`config.mk`:
```
export PLATFORM = sky130hd
export DESIGN_NAME = gray_counter
export DESIGN_NICKNAME = d
export VERILOG_FILES = /design/src/rtl/gray_pkg.sv /design/src/rtl/binary_gray.sv /design/src/rtl/gray_counter.sv
export SDC_FILE = /design/constraint.sdc
export NUM_CORES = 1
export LEC_CHECK = 0
export CORE_AREA = 10 10 47 49
export DETAILED_ROUTE_END_ITERATION = 7
export DIE_AREA = 0 0 57 59
export GPL_ROUTABILITY_DRIVEN = 0
export PLACE_DENSITY = 0.82
export SETUP_SLACK_MARGIN = 0.15
export SYNTH_ARGS = -nofsm -noshare
export SYNTH_HDL_FRONTEND = slang
export SYNTH_SLANG_ARGS = --single-unit
```
`constraint.sdc`:
```
create_clock -name clk -period 2.65 [get_ports clk]
set_input_delay 0.3975 -clock clk [delete_from_list [all_inputs] [get_ports clk]]
set_output_delay 0.3975 -clock clk [all_outputs]
set_load 0.02 [all_outputs]
```
`src/rtl/gray_pkg.sv`:
```
// Shared definitions for the Gray-code counter and its encoder.
// bin2gray works on the widest supported code; narrower users zero-extend.
package gray_pkg;

  localparam int GRAY_WIDTH_MIN = 2;
  localparam int GRAY_WIDTH_MAX = 32;

  function automatic logic [GRAY_WIDTH_MAX-1:0] bin2gray(input logic [GRAY_WIDTH_MAX-1:0] bin);
    return bin ^ (bin >> 1);
  endfunction

endpackage

```
`src/rtl/binary_gray.sv`:
```
// Combinational binary-to-Gray encoder; inverse of the Gray-to-binary converter.
module binary_gray
  import gray_pkg::*;
#(
  parameter int WIDTH = 4
) (
  input  logic [WIDTH-1:0] bin,
  output logic [WIDTH-1:0] gray
);

  logic [GRAY_WIDTH_MAX-1:0] bin_ext;
  logic [GRAY_WIDTH_MAX-1:0] gray_ext;

  // Zero-extension leaves the low WIDTH bits of the code unchanged.
  assign bin_ext  = GRAY_WIDTH_MAX'(bin);
  assign gray_ext = bin2gray(bin_ext);
  assign gray     = gray_ext[WIDTH-1:0];

  generate
    if (WIDTH < GRAY_WIDTH_MAX) begin : g_hi
      logic unused_hi;
      assign unused_hi = ^gray_ext[GRAY_WIDTH_MAX-1:WIDTH];
    end
  endgenerate

endmodule

```
`src/rtl/gray_counter.sv`:
```
// Up/down counter with registered Gray-coded output, load/clear, wrap or
// saturate ends, terminal-count flag and a valid/ready output handshake.
module gray_counter
  import gray_pkg::*;
#(
  parameter int WIDTH    = 4,
  parameter int SATURATE = 0
) (
  input  logic             clk,
  input  logic             rst_n,
  input  logic             clr,
  input  logic             load,
  input  logic [WIDTH-1:0] load_val,
  input  logic             en,
  input  logic             up,
  output logic [WIDTH-1:0] gray,
  output logic             out_valid,
  input  logic             out_ready,
  output logic             tc
);

  localparam logic [WIDTH-1:0] CNT_MAX  = '1;
  localparam logic [WIDTH-1:0] CNT_ZERO = '0;
  localparam bit               SAT      = (SATURATE != 0);

  generate
    if (WIDTH < GRAY_WIDTH_MIN || WIDTH > GRAY_WIDTH_MAX) begin : g_bad_width
      $error("gray_counter: WIDTH out of supported range");
    end
  endgenerate

  logic [WIDTH-1:0] bin_q;
  logic [WIDTH-1:0] bin_d;
  logic [WIDTH-1:0] gray_d;
  logic             valid_d;
  logic             adv;
  logic             at_max;
  logic             at_zero;

  assign at_max  = (bin_q == CNT_MAX);
  assign at_zero = (bin_q == CNT_ZERO);
  assign adv     = en && (!out_valid || out_ready);
  assign tc      = up ? at_max : at_zero;

  always_comb begin
    bin_d   = bin_q;
    valid_d = out_valid;
    if (clr) begin
      bin_d   = CNT_ZERO;
      valid_d = 1'b1;
    end else if (load) begin
      bin_d   = load_val;
      valid_d = 1'b1;
    end else if (adv) begin
      // A saturated hold still re-presents the code as a fresh transfer.
      valid_d = 1'b1;
      if (up) begin
        if (!(SAT && at_max)) bin_d = bin_q + WIDTH'(1);
      end else begin
        if (!(SAT && at_zero)) bin_d = bin_q - WIDTH'(1);
      end
    end else if (out_valid && out_ready) begin
      valid_d = 1'b0;
    end
  end

  binary_gray #(.WIDTH(WIDTH)) u_enc (
    .bin  (bin_d),
    .gray (gray_d)
  );

  // gray is registered from the encoded next count so it always tracks bin_q.
  always_ff @(posedge clk or negedge rst_n) begin
    if (!rst_n) begin
      bin_q     <= '0;
      gray      <= '0;
      out_valid <= 1'b0;
    end else begin
      bin_q     <= bin_d;
      gray      <= gray_d;
      out_valid <= valid_d;
    end
  end

endmodule

```
# ---- Yosys cells after proc, flatten, opt, wreduce, memory -nomap -nowiden
# Index checks and enable logic that the tools add are counted.
dict set report word_totals {
  inputBits 11
  output_inout_bits 6
  wordCells 22
  reg_bits 9
}
dict set report op_classes {
  add_sub_neg 2
  muxes 9
  eq_ne 1
  n_bitwise 1
  n_reduce_logical 6
}
# cell count
set ops {}
lappend ops {{$mux W4} 4}
lappend ops {{$mux W1} 5}
lappend ops {{$add A4 B1 Y4 const B} 1}
lappend ops {{$eq A4 B4 Y1 const B} 1}
lappend ops {{$logic_not A4 Y1} 1}
lappend ops {{$reduce_bool A4 Y1} 1}
lappend ops {{$sub A4 B1 Y4 const B} 1}
lappend ops {{$xor A4 B3 Y4} 1}
lappend ops {{$logic_and A1 B1 Y1} 2}
lappend ops {{$logic_not A1 Y1} 1}
lappend ops {{$logic_or A1 B1 Y1} 1}

# ---- Depth between registers and ports, before layout
# Gate-level depths: netlist (run 1).
dict set report logic_depth {
  ltp_word 7
  ltp_mapped 7
  depth_no_buf 7
}

# ---- Modules after synthesis
# From an unflattened synthesis (run 1), not the netlist that was laid out.
dict set report hier_totals {
  hier_cells 51
  hier_area_um2 529.3
}
# mod seq_area_each_um2 cells_per_inst instances area_per_inst_um2
set modules_own_cells {}
lappend modules_own_cells {gray_counter 225.2 47 1 495.5}
lappend modules_own_cells {binary_gray 0.0 4 1 33.8}

# ---- Worst setup path after synthesis (run 1)
# OpenSTA, ideal clock, no wires.
dict set report synth_path {
  kind {input -> output}
  startpoint {input port up}
  endpoint {output port tc}
  path_stages 2
  path_slack_ns 0.862
  required_time_ns 2.253
  arrival_time_ns 1.391
  path_buffers 0
  path_cell_list {or4_1 -> o21ai_0}
}
dict set report synth_via {
  elab_chain_len 1
}
# element line_no
set synth_lines {}
lappend synth_lines {{start: declaration} gray_counter.sv:15} ;# input logic up,
lappend synth_lines {{$mux W1} gray_counter.sv:43} ;# assign tc = up ? at_max : at_zero;
lappend synth_lines {{end: declaration} gray_counter.sv:19} ;# output logic tc
# No other way between the ends.

# ---- Worst setup path after layout (run 1)
# Same ends and word-level chain as after synthesis.

==> results of run 1 <==
## per-stage QoR
stage / hold slack (ns) / cell area [um2]
3_5_place_dp: 0.6014 / 734.5
4_1_cts: 0.4184 / 755.7
2_1_floorplan: 0.1019 / 554.3
5_1_grt: 0.4421 / 755.7
3_3_place_gp: 0.5995 / 734.5
6_report: 0.4184 / 755.7
## per-layer routing
metal / GRT usage / share of wire / up-vias
met4: 0.05034 / 0.018 / 0
met2: 0.1364 / 0.46 / 20
li1: - / - / 240
met3: 0.03648 / 0.099 / 4
met1: 0.08019 / 0.42 / 224
met5: 0 / 0 / -
## layout by cell type, fill, tap and decap left out, drive strengths merged
| cell type | synthesis | layout |
|---|---|---|
| clkbuf | 0 | 3 |
| fa | 1 | 1 |
| inv | 8 | 8 |
| nor4b | 1 | 1 |
| and3 | 1 | 1 |
| o21ai | 5 | 5 |
| nand2 | 3 | 3 |
| o211ai | 1 | 1 |
| or4 | 1 | 1 |
| nor3 | 1 | 1 |
| nand3 | 3 | 3 |
| and3b | 1 | 1 |
| nor3b | 1 | 1 |
| ha | 2 | 2 |
| a31oi | 2 | 2 |
| nand4 | 1 | 1 |
| dfrtp | 8 | 8 |
| xnor2 | 3 | 3 |
| and2b | 1 | 1 |
| a21o | 1 | 1 |
| buf | 1 | 1 |
| dlygate4sd2 | 0 | 1 |
| and2 | 1 | 1 |
| nor2 | 4 | 4 |
| a21oi | 2 | 2 |
| mux2i | 2 | 2 |
| or2b | 1 | 1 |
| nand2b | 2 | 2 |
| clkdlybuf4s50 | 0 | 15 |
| a211oi | 1 | 1 |
## critical path, cell delays in order
cell,delay (ns)
clkdlybuf4s50_1,0.42
or4_1,0.52
o21ai_0,0.15
dlygate4sd2_1,0.35
## flip-flops by register name, summed over array words and instances (netlist names)
| signal | count |
|---|---|
| gray | 3 |
| bin_q | 4 |
| out_valid | 1 |
## kinds of logic after synthesis
logic type                 after synthesis
buffers and inverters                    9
xor gates and xnor gates                 3
DFF                                      8
adders and majority gates                3
AOI/OAI and AO/OA                       12
and+or+nand+nor                         22
muxes                                    2
## power breakdown
part	switching, mW	internal [mW]	leakage (nW)
sequential	0.00865	0.134	0.0989
combinational	0.0562	0.0571	0.237
clock	0.0407	0.0518	0.0138
total	0.105	0.243	0.350
## final cells by class
| cell class | instances | area, um2 | area share |
|---|---|---|---|
| Clock buffer | 3 | 22.52 | 0.02980 |
| Inverter | 8 | 30.03 | 0.03974 |
| Multi-Input combinational cell | 42 | 316.6 | 0.4189 |
| Sequential cell | 8 | 200.2 | 0.2649 |
| Tap cell | 16 | 20.02 | 0.02649 |
| Timing Repair Buffer | 17 | 166.4 | 0.2202 |
## worst min-delay path by stage
stage | from | to | cells past startpoint | slack (ns)
after floorplan | rst_n | bin_q[0]$_DFF_PN0_ | 0 | 0.10
after CTS | rst_n | gray[2]$_DFF_PN0_ | 1 | 0.42
after global placement | out_valid$_DFFE_PN0P_ | out_valid$_DFFE_PN0P_ | 2 | 0.60
after detailed placement | out_valid$_DFFE_PN0P_ | out_valid$_DFFE_PN0P_ | 2 | 0.60
final | rst_n | out_valid$_DFFE_PN0P_ | 1 | 0.42
after global routing | rst_n | bin_q[3]$_DFF_PN0_ | 1 | 0.44
## repair_timing
action                                  4_1_cts  5_1_grt
hold buffers                                  0        0
endpoints found under the setup margin        1        0
resized for setup                             1        0
==> flow_summary_export.csv, run 1 <==
group,metric,value,unit
logic_synthesis,netlist.top_cell.by_area,"dfrtp_1",
die,die_w,57,um
logic_synthesis,synth_flop_cell,"dfrtp_1",
sta,fmax,447.2,MHz
logic_synthesis,async_flop_share,1.000,
sta,period_share,0.8439,
setup_path,critPathKind,"in2out",
setup_path,endpoint_kind,"output pin",
sta,worst_slack,0.4137,ns
sta,tightestPinTransition,0.3580,ns
setup_path,cp.arrival,1.84,ns
logic_synthesis,synthesis.area,554.3,um2
die,coreArea,0.001401,mm2
power,power,0.3483,mW
setup_path,r2r-end,"gray[1]$_DFF_PN0_",
logic_synthesis,synth_most_common_cell,"dfrtp_1",
cells_and_area,fin_nets,94,
drt,drt_pass1_iterations,4,
logic_synthesis,ys_top_cells_by_area,"dfrtp_1, inv_1, xnor2_1, ha_1, fa_1",
cells_and_area,syn_to_final_growth,36.34,%
logic_synthesis,synth_fa_ha_area_frac,0.08126,
die,num_rows,14,
setup_path,reg2reg_depth,7,
run,drv_cap,0,
logic_synthesis,avgSynthCellArea,9.395,um2
drt,ant_nets,0,
cells_and_area,final_util,0.5393,
sta,finalHoldViolCount,0,
outcome,status,"completed",
cells_and_area,fill_cells,145,
setup_path,r2r-start,"bin_q[0]$_DFF_PN0_",
die,start_util,0.3955,
min_path,hp-class,"in2async",
logic_synthesis,ys_warn_count,0,
place,pre_cts_ws,0.1073,ns
logic_synthesis,synth.top_cell.area_share,0.3612,
logic_synthesis,synth-simple-area-share,0.2619,
clock_tree,clock_path_buffers,2,
clock_tree,path_clk_slew,0.05,ns
sta,finalClockSkew,0.002927,ns
drt,drc,0,
sta,fin_setup_tns,0,ns
die,die_y,59,um
clock_tree,cts_tree,"yes",
logic_synthesis,syn-instance-count,59,
power,power.static_leakage,0.3499,nW
drt,first_iter_violations,13,
sta,period_needed,2.236,ns
global_route,grt_pass1_vias,528,
global_route,grt_overflow,0,
setup_path,endpoint,"tc",
clock_tree,clkLatencyLatePin,0.25,ns
logic_synthesis,yosys.cell_types.count,31,
clock_tree,cts_buffers,3,
clock_tree,post_cts_buffers,0,
cells_and_area,layout.cells.non_filler,94,
power,power_density,460.9,mW/mm2
clock_tree,cts_sinks,8,
sta,drv_slew,0,
logic_synthesis,synth_nets,73,
global_route,grt_pass1_wl,2.201,mm
die,io_pins,17,
cells_and_area,drive_gt1_frac,0.1538,
setup_path,cp.required,2.25,ns
cells_and_area,n_antenna_cell,0,
global_route,antenna_found_initial,0,
place,portBuffers,16,
global_route,grt_max_degree,9,
drt,wl_per_cell,13.94,um
sta,relSlewSlack,0.7606,
die,die_area,0.003363,mm2
clock_tree,cts_root_buf,"clkbuf_4",
sta,rsz0062_at_grt,"false",
logic_synthesis,synth_edf_count,0,
logic_synthesis,synthXorXnorAreaFrac,0.04740,
logic_synthesis,ys_top_cells_by_count,"dfrtp_1, inv_1, nor2_1",
logic_synthesis,synth_top_family_by_area,"simple AND/OR/NAND/NOR gates",
logic_synthesis,muxShareOfSynthArea,0.03612,
drt,vias,488,
drt,drt-total-wl,1.310,mm
setup_path,path_max_fanout,2,
setup_path,critPathLaunch,"up",
clock_tree,ctsHtreeMaxLevel,1,
logic_synthesis,synth-seq-area-share,0.3612,
setup_path,rrSetupSlack,0.85,ns
drt,vias_per_cell,5.191,
power,ir_worst_vdd,253.2,uV
sta,finalSetupViolCount,0,
global_route,track_usage,0.08105,
logic_synthesis,synth_compound_area_frac,0.1445,
logic_synthesis,synth_seq_cells,8,
setup_path,cp-start-kind,"input pin",
place,place_inst,91,
place,dpl.hpwl,1.047,mm
Power figures use the tool's default switching activity.
==> run 2, diff against run 1 <==
Clock period 2.65 ns to 2.27 ns, I/O delays scaled along.
==> run 2 against run 1 <==
  * Non-clock buffer count increased by 2
  * Total power increased by 19%
  * Wire length increased by 0.46%
  * Largest power group unchanged
==> flow_summary_export.csv, run 2 (synthesis results as in run 1) <==
group,metric,value,unit
setup_path,reg2reg_depth,7,
sta,finalSetupViolCount,0,
drt,drt_pass1_iterations,4,
power,power_density,534.7,mW/mm2
setup_path,path_max_fanout,5,
drt,vias_per_cell,5.229,
global_route,busiest_layer,"met2",
clock_tree,cts_sinks,8,
setup_path,critPathLaunch,"up",
cells_and_area,final_cell_mix,"clkdlybuf4s50_1, dfrtp_1, inv_1",
cells_and_area,largest_registers,"bin_q x4, gray x3, out_valid x1",
setup_path,r2r-end,"gray[1]$_DFF_PN0_",
outcome,status,"completed",
sta,drv_slew,0,
die,die_w,57,um
global_route,met1_usage,0.08881,
clock_tree,postCtsHoldBufs,0,
power,power,0.4135,mW
sta,fmax,501.0,MHz
drt,ant_nets,0,
clock_tree,ctsHtreeMaxLevel,1,
global_route,grt_max_degree,9,
power,power.static_leakage,0.3577,nW
die,start_util,0.3955,
place,dpl.hpwl,1.079,mm
cells_and_area,syn_to_final_growth,39.50,%
sta,tightestPinTransition,0.3624,ns
die,io_pins,17,
sta,fin_hold_ws,0.3561,ns
setup_path,cp-start-kind,"input pin",
clock_tree,clkLatencyLatePin,0.26,ns
cells_and_area,final_common_cell,"clkdlybuf4s50_1",
power,ir_worst_vdd,391.8,uV
cells_and_area,layout.cells.non_filler,96,
cells_and_area,final_util,0.5518,
cells_and_area,largest_register,"bin_q",
setup_path,path_cells,"clkdlybuf4s50_1 -> buf_4 -> inv_1 -> ha_1 -> a21o_1 -> a21oi_1 -> a21oi_1 -> and3b_1 -> mux2i_1",
setup_path,cp.arrival,2.18,ns
cells_and_area,drive_gt1_frac,0.2000,
setup_path,critPathKind,"in2reg",
sta,rsz0062_at_grt,"true",
global_route,grt_overflow,0,
clock_tree,cts_root_buf,"clkbuf_4",
global_route,use_met2,0.1349,
cells_and_area,stdcell_area,773.2,um2
setup_path,crit_slowest_cell,"clkdlybuf4s50_1",
min_path,hp-class,"in2async",
global_route,track_usage,0.08457,
clock_tree,path_clk_slew,0.06,ns
global_route,grt_pass1_wl,2.325,mm
global_route,antenna_found_initial,0,
drt,vias,502,
global_route,grt_pass1_vias,541,
cells_and_area,fin_nets,96,
sta,finalClockSkew,0.008482,ns
cells_and_area,n_antenna_cell,0,
setup_path,endpoint_kind,"flop",
sta,finalHoldViolCount,0,
global_route,grt.met3_usage,0.04077,
setup_path,rrSetupSlack,0.50,ns
setup_path,slowest_delay,0.47,ns
place,portBuffers,16,
die,die_y,59,um
sta,period_needed,1.996,ns
sta,relSlewSlack,0.7577,
place,place_area,749.5,um2
drt,wl_per_cell,13.71,um
die,coreArea,0.001401,mm2
drt,first_iter_violations,6,
die,num_rows,14,
clock_tree,clock_path_buffers,2,
run,drv_cap,0,
die,die_area,0.003363,mm2
drt,drt-total-wl,1.316,mm
setup_path,cp.required,2.46,ns
cells_and_area,largest_reg_flops,4,
sta,period_share,0.8794,
clock_tree,cts_tree,"yes",
clock_tree,cts_buffers,3,
clock_tree,post_cts_buffers,0,
setup_path,crit_path_frequent_cell,"a21oi_1",
setup_path,r2r-start,"bin_q[0]$_DFF_PN0_",
drt,drc,0,
place,place_inst,93,
run 2: changes by cell type in the layout (fill, tap and decap cells not counted):
cell / delta
dlygate4sd2_1: -1
a31oi_1: -1
a31oi_2: +1
buf_4: +2
clkbuf_2: +1
run 2: final cells by class:
cell class	instances	area (um2)
timing repair buffer	19	177.7
multi-input combinational	42	322.8
clock buffer	3	22.52
inverter	8	30.03
fill	144	628.1
tap	16	20.02
sequential	8	200.2
run 2: layer usage:
layer,part of all wire,up-vias
li1,-,244
met1,0.43,230
met2,0.45,23
met3,0.097,5
met4,0.025,0
met5,0,-
run 2: worst max path at each step:
stage | end | slack (ns) | cells after the start
final | gray[2]$_DFF_PN0_ | 0.27 | 9
after global routing | gray[2]$_DFF_PN0_ | 0.13 | 9
after CTS | tc | 0.17 | 4
after detailed placement | tc | -0.11 | 4
after global placement | tc | -0.09 | 4
after floorplan | tc | 0.59 | 2
run 2: stage by stage:
stage           TNS, ns  worst slack (ns)
6_report              0            0.2738
5_1_grt               0            0.1265
4_1_cts               0            0.1684
3_5_place_dp    -0.1168           -0.1118
3_3_place_gp   -0.08882          -0.08882
2_1_floorplan         0            0.5903
run 2: power breakdown:
part	internal [mW]	total (mW)	switching [mW]
Clock	0.0605	0.109	0.0486
Combinational	0.0708	0.140	0.0694
Sequential	0.156	0.164	0.00763
Total	0.288	0.413	0.126
run 2: worst max-delay path, delay by kind of cell:
kind	cells	cell delay, ns
multiplexers	1	0.19
AO/OA/AOI/OAI	3	0.43
buffers and inverters	3	0.66
adder cells (fa/ha/maj)	1	0.29
AND/OR/NAND/NOR	1	0.26
run 2: what timing repair did:
action                                  in CTS  in global routing
pin swaps                                    0                  0
endpoints found under the setup margin       1                  3
resized for setup                            1                  4
